### src/rtl/uw_frame_insert.sv
// LRPT transmit framer: prefixes every BITS_PER_FRAME-bit frame with the sync word, bursts of NUM_FRAMES.
// Optional leading zero-bit pad before the first sync word: define UW_FRAME_INSERT_PAD_EN.
module uw_frame_insert #(
  parameter int unsigned        BITS_PER_FRAME = 80,
  parameter int unsigned        UW_BITS        = 8,
  parameter int unsigned        NUM_FRAMES     = 32,
  parameter logic [UW_BITS-1:0] SYNC_WORD      = 8'h27
) (
  input  logic clk,
  input  logic rst_in_n,
  input  logic start,
`ifdef UW_FRAME_INSERT_PAD_EN
  input  logic [$clog2(BITS_PER_FRAME)-1:0] start_pad,
`endif
  input  logic data_in,
  input  logic valid_in,
  output logic ready_out,
  output logic hard_out,
  output logic valid_out,
  input  logic ready_in,
  output logic frame_start,
  output logic busy,
  output logic burst_done
);

  localparam int unsigned BW  = $clog2(BITS_PER_FRAME);
  localparam int unsigned FW  = $clog2(NUM_FRAMES) + 1;
  localparam int unsigned UIW = (UW_BITS > 1) ? $clog2(UW_BITS) : 1;

  localparam logic [2:0] S_IDLE    = 3'd0;
`ifdef UW_FRAME_INSERT_PAD_EN
  localparam logic [2:0] S_PAD     = 3'd1;
`endif
  localparam logic [2:0] S_UW      = 3'd2;
  localparam logic [2:0] S_PAYLOAD = 3'd3;
  localparam logic [2:0] S_DONE    = 3'd4;

  logic [2:0]    state, state_n;
  logic [BW-1:0] bit_ctr, bit_ctr_n;
  logic [FW-1:0] frame_ctr, frame_ctr_n;
  logic          hard_out_n, valid_out_n, frame_start_n, busy_n, burst_done_n;
  logic          can_load;
  logic [UIW-1:0] uw_idx;
`ifdef UW_FRAME_INSERT_PAD_EN
  logic [BW-1:0] pad_ctr, pad_ctr_n;
`endif

  // Output register may take a new beat when empty or being drained this cycle.
  assign can_load = !valid_out || ready_in;
  assign uw_idx   = UIW'(UW_BITS - 1) - UIW'(bit_ctr);

  always_ff @(posedge clk or negedge rst_in_n) begin
    if (!rst_in_n) begin
      state       <= S_IDLE;
      bit_ctr     <= '0;
      frame_ctr   <= '0;
      hard_out    <= 1'b0;
      valid_out   <= 1'b0;
      frame_start <= 1'b0;
      busy        <= 1'b0;
      burst_done  <= 1'b0;
`ifdef UW_FRAME_INSERT_PAD_EN
      pad_ctr     <= '0;
`endif
    end else begin
      state       <= state_n;
      bit_ctr     <= bit_ctr_n;
      frame_ctr   <= frame_ctr_n;
      hard_out    <= hard_out_n;
      valid_out   <= valid_out_n;
      frame_start <= frame_start_n;
      busy        <= busy_n;
      burst_done  <= burst_done_n;
`ifdef UW_FRAME_INSERT_PAD_EN
      pad_ctr     <= pad_ctr_n;
`endif
    end
  end

  always_comb begin
    state_n       = state;
    bit_ctr_n     = bit_ctr;
    frame_ctr_n   = frame_ctr;
    hard_out_n    = hard_out;
    valid_out_n   = valid_out;
    frame_start_n = frame_start;
    busy_n        = busy;
    burst_done_n  = 1'b0;
    ready_out     = 1'b0;
`ifdef UW_FRAME_INSERT_PAD_EN
    pad_ctr_n     = pad_ctr;
`endif
    // Drained register empties unless a state below loads a new beat.
    if (can_load) begin
      valid_out_n   = 1'b0;
      frame_start_n = 1'b0;
    end

    case (state)
      S_IDLE: begin
        if (start) begin
          busy_n      = 1'b1;
          bit_ctr_n   = '0;
          frame_ctr_n = '0;
`ifdef UW_FRAME_INSERT_PAD_EN
          pad_ctr_n   = start_pad;
          state_n     = (start_pad != '0) ? S_PAD : S_UW;
`else
          state_n     = S_UW;
`endif
        end
      end
`ifdef UW_FRAME_INSERT_PAD_EN
      S_PAD: begin
        if (can_load) begin
          hard_out_n  = 1'b0;
          valid_out_n = 1'b1;
          pad_ctr_n   = pad_ctr - BW'(1);
          if (pad_ctr == BW'(1)) state_n = S_UW;
        end
      end
`endif
      S_UW: begin
        if (can_load) begin
          hard_out_n    = SYNC_WORD[uw_idx];
          valid_out_n   = 1'b1;
          frame_start_n = (bit_ctr == '0);
          bit_ctr_n     = bit_ctr + BW'(1);
          if (bit_ctr == BW'(UW_BITS - 1)) state_n = S_PAYLOAD;
        end
      end
      S_PAYLOAD: begin
        ready_out = can_load;
        if (can_load && valid_in) begin
          hard_out_n  = data_in;
          valid_out_n = 1'b1;
          if (bit_ctr == BW'(BITS_PER_FRAME - 1)) begin
            bit_ctr_n   = '0;
            frame_ctr_n = frame_ctr + FW'(1);
            state_n     = (frame_ctr == FW'(NUM_FRAMES - 1)) ? S_DONE : S_UW;
          end else begin
            bit_ctr_n = bit_ctr + BW'(1);
          end
        end
      end
      S_DONE: begin
        if (can_load) begin
          burst_done_n = 1'b1;
          busy_n       = 1'b0;
          state_n      = S_IDLE;
        end
      end
      default: state_n = S_IDLE;
    endcase
  end

endmodule

### config.mk
export PLATFORM = sky130hd
export DESIGN_NAME = uw_frame_insert
export DESIGN_NICKNAME = d
export VERILOG_FILES = /design/src/rtl/uw_frame_insert.sv
export SDC_FILE = /design/constraint.sdc
export NUM_CORES = 1
export LEC_CHECK = 0
export CAP_MARGIN = 20
export CORE_MARGIN = 4
export CORE_UTILIZATION = 29
export CTS_BUF_LIST = sky130_fd_sc_hd__clkbuf_4 sky130_fd_sc_hd__clkbuf_8
export DETAILED_ROUTE_END_ITERATION = 6
export PLACE_DENSITY_LB_ADDON = 0.25
export SLEW_MARGIN = 5
export SYNTH_ARGS = -nofsm -noshare
export SYNTH_HDL_FRONTEND = slang
export SYNTH_SLANG_ARGS = --single-unit
export TNS_END_PERCENT = 50
### constraint.sdc
create_clock -name clk -period 2.15 [get_ports clk]
set_input_delay 0.43 -clock clk [delete_from_list [all_inputs] [get_ports clk]]
set_output_delay 0.43 -clock clk [all_outputs]
set_load 0.1 [all_outputs]
==> metrics.md <==
| Metric | Value |
|---|---|
| First-pass GRT wire length | 4.86 mm |
| Dominant synthesized flop cell | dfrtp_1 |
| GRT Total Usage | 11.8% |
| Ys Warns | 0 |
| Detailed placement HPWL | 2.04 mm |
| Final core occ | 36.7% |
| Post-CTS Resized | 0 |
| Drt pass-1 iters | 4 |
| Worst hold slack | 492 ps |
| Row cnt | 23 |
| GR Overflow Total | 0 |
| Vias in the first global route | 1030 |
| Syn_nets | 135 |
| Critical Path AT | 2000 ps |
| Area of the die | 5270 µm² |
| Slew Limit Fails | 0 |
| Fin nets | 154 |
| RSZ-0062 raised after global routing | no |
| Total CTS buffers | 3 |
| CORE AREA | 4030 µm² |
| Max-Cap Viols | 0 |
| Pin count of the biggest net entering global routing | 22 |
| Initial core utilization | 30.0% |
| CP Launch Type | primary input |
| Vias | 1024 |
| Maximum net fanout on the critical path | 7 |
| Register bit count reported by yosys | 21 |
| Root Driver | clkbuf_8 |
| Filler-free cell count of the finished design | 194 |
| CTS max path bufs | 2 |
| Most common cell after layout, fill and taps aside | dfrtp_1 |
| Clock Sinks | 21 |
| Final Setup Violations | 0 |
| Placed insts | 190 |
| Cts-stage hold buffer count | 0 |
| Mapped Area | 1210 µm² |
| Worst clock skew | 4.13 ps |
| Max Clk Rate | 540 MHz |
| Design area | 1480 µm² |
| Final period utilization | 86.1% |
| H-tree Lvls | 1 |
| Die width | 72.6 µm |
| Clk_lat worst skew | 260 ps |
| Wirelength, routed | 2.77 mm |
| DRC viols | 0 |
| Die height | 72.6 µm |
| CP endpoint kind | flip-flop |
| EDFF count, synth | 0 |
| IO Pins | 12 |
| Fin crit period | 1850 ps |
| Power Density | 1020 nW/µm² |
| FFs w/ async S/R, synth | 100% |
| Final Hold Fails | 0 |
| Placed cell area | 1430 µm² |
| CTS tree | built |
| Critical setup path kind | primary input to flip-flop |
| Worst Max-Slew Pin Slew | 444 ps |
| Port buffer count | 11 |
| Area Growth Syn to Fin | 22.1% |
| Per-cell routed wire length | 14.3 µm |
| CTS clk-pin slew, worst paths | 80 ps |
| Synth area leader | dfrtp_1 |
| Initial antenna violation count | 0 |
| Post-CTS setup buffers | 0 |
| Syn Inst Count | 126 |
| Share of cells above drive strength 1 | 18.8% |
| Status | completed |
| Worst Path Required | 2300 ps |
| Antenna Nets Post-Route | 0 |
| Worst min-delay path category | flip-flop to flip-flop |
| Seq/Total Area, Yosys | 43.4% |
| Static Leak | 0.000635 µW |
| Top post-synthesis cells by area | dfrtp_1 (43%), nand3_1 (3.3%), ha_1 (3.1%), nand2_1 (2.8%), a221o_1 (2.5%) |
| # diodes | 0 |
| Vias/cell | 5.28 |
| Gpl congestion | 0.832 |
| Post-route setup TNS | 0 ps |
| Max VDD drop | 0.592 mV |
| DR iter-0 viols | 52 |
| Synth top area share | 43.4% |
| Most frequent cells in the layout | dfrtp_1 (21), buf_4 (14), nand2_1 (9) |
| Mapped Avg Cell Area | 9.60 µm² |
| Yosys cell types | 48 |
| Slew HR | 70.0% |
[synthesized netlist by cell type (all sizes together), types with 2 or more instances]
library cell	instances
and3	4
nand2b	4
nand2	9
nor2b	3
nand3	8
o211ai	3
nor3b	2
o21a	2
a221o	3
clkbuf	3
nand3b	2
buf	3
nor2	8
o31ai	4
a21oi	5
nand4	2
o21ai	6
inv	6
dfrtp	21
and2	4
ha	3
or3	2
[cell families after synthesis]
kind of cell / share of synthesized area (%)
AOI/OAI and AO/OA: 20.0
adders and majority gates: 3.10
buffers and inverters: 4.03
DFF: 43.4
muxes: 1.76
and+or+nand+nor: 27.7
[stage by stage]
stage          setup slack [ps]  total power [µW]
5_1_grt                     164              1610
3_5_place_dp               28.9              1230
2_1_floorplan               142              1020
3_3_place_gp               70.1              1220
4_1_cts                     304              1510
6_report                    299              1500
[per-layer routing]
| layer | vias to the layer above | global-route usage, % | wire length, µm |
|---|---|---|---|
| met3 | 4 | 1.79 | 77 |
| li1 | 505 | - | - |
| met4 | 0 | 5.33 | 51 |
| met2 | 20 | 18.1 | 1290 |
| met5 | - | 0 | 0 |
| met1 | 495 | 16.3 | 1350 |
[where the power goes]
part,internal [µW],leakage [µW],switching (µW),total (µW)
combinational,246,0.000356,406,652
clock,145,0.0000262,136,281
sequential,471,0.000252,96.2,568
[cell type report]
| cell class | instances | area [µm²] |
|---|---|---|
| Clock buffer | 4 | 48.8 |
| Timing Repair Buffer | 20 | 175 |
| Fill cell | 427 | 2550 |
| Sequential cell | 21 | 526 |
| Multi-Input combinational cell | 93 | 643 |
| Tap cell | 50 | 62.6 |
| Inverter | 6 | 22.5 |
[critical path, cell delays in order]
cell	delay (ps)
clkdlybuf4s50_1	480
nand2b_2	210
a32oi_1	140
or2_0	360
a221o_1	390
[path summary, 6_finish.rpt]
kind	startpoint	endpoint	slack, ps	cells past startpoint
max	ready_in	bit_ctr[3]	300	5
min in group asynchronous	rst_in_n	bit_ctr[3]	520	2
max in group asynchronous	rst_in_n	async pin	1400	2
min	flip-flop	flip-flop	490	2
min reg2reg	flip-flop	flip-flop	490	2
max reg2reg	bit_ctr[0]	bit_ctr[3]	320	5
[sequential cells by signal, indices dropped and copies added, names as in the netlist, named ones only]
| register | cells |
|---|---|
| bit_ctr | 7 |
| frame_ctr | 6 |
| state | 3 |
| burst_done | 1 |
| busy | 1 |
| hard_out | 1 |
| valid_out | 1 |
(Power assumes the default switching activity.)
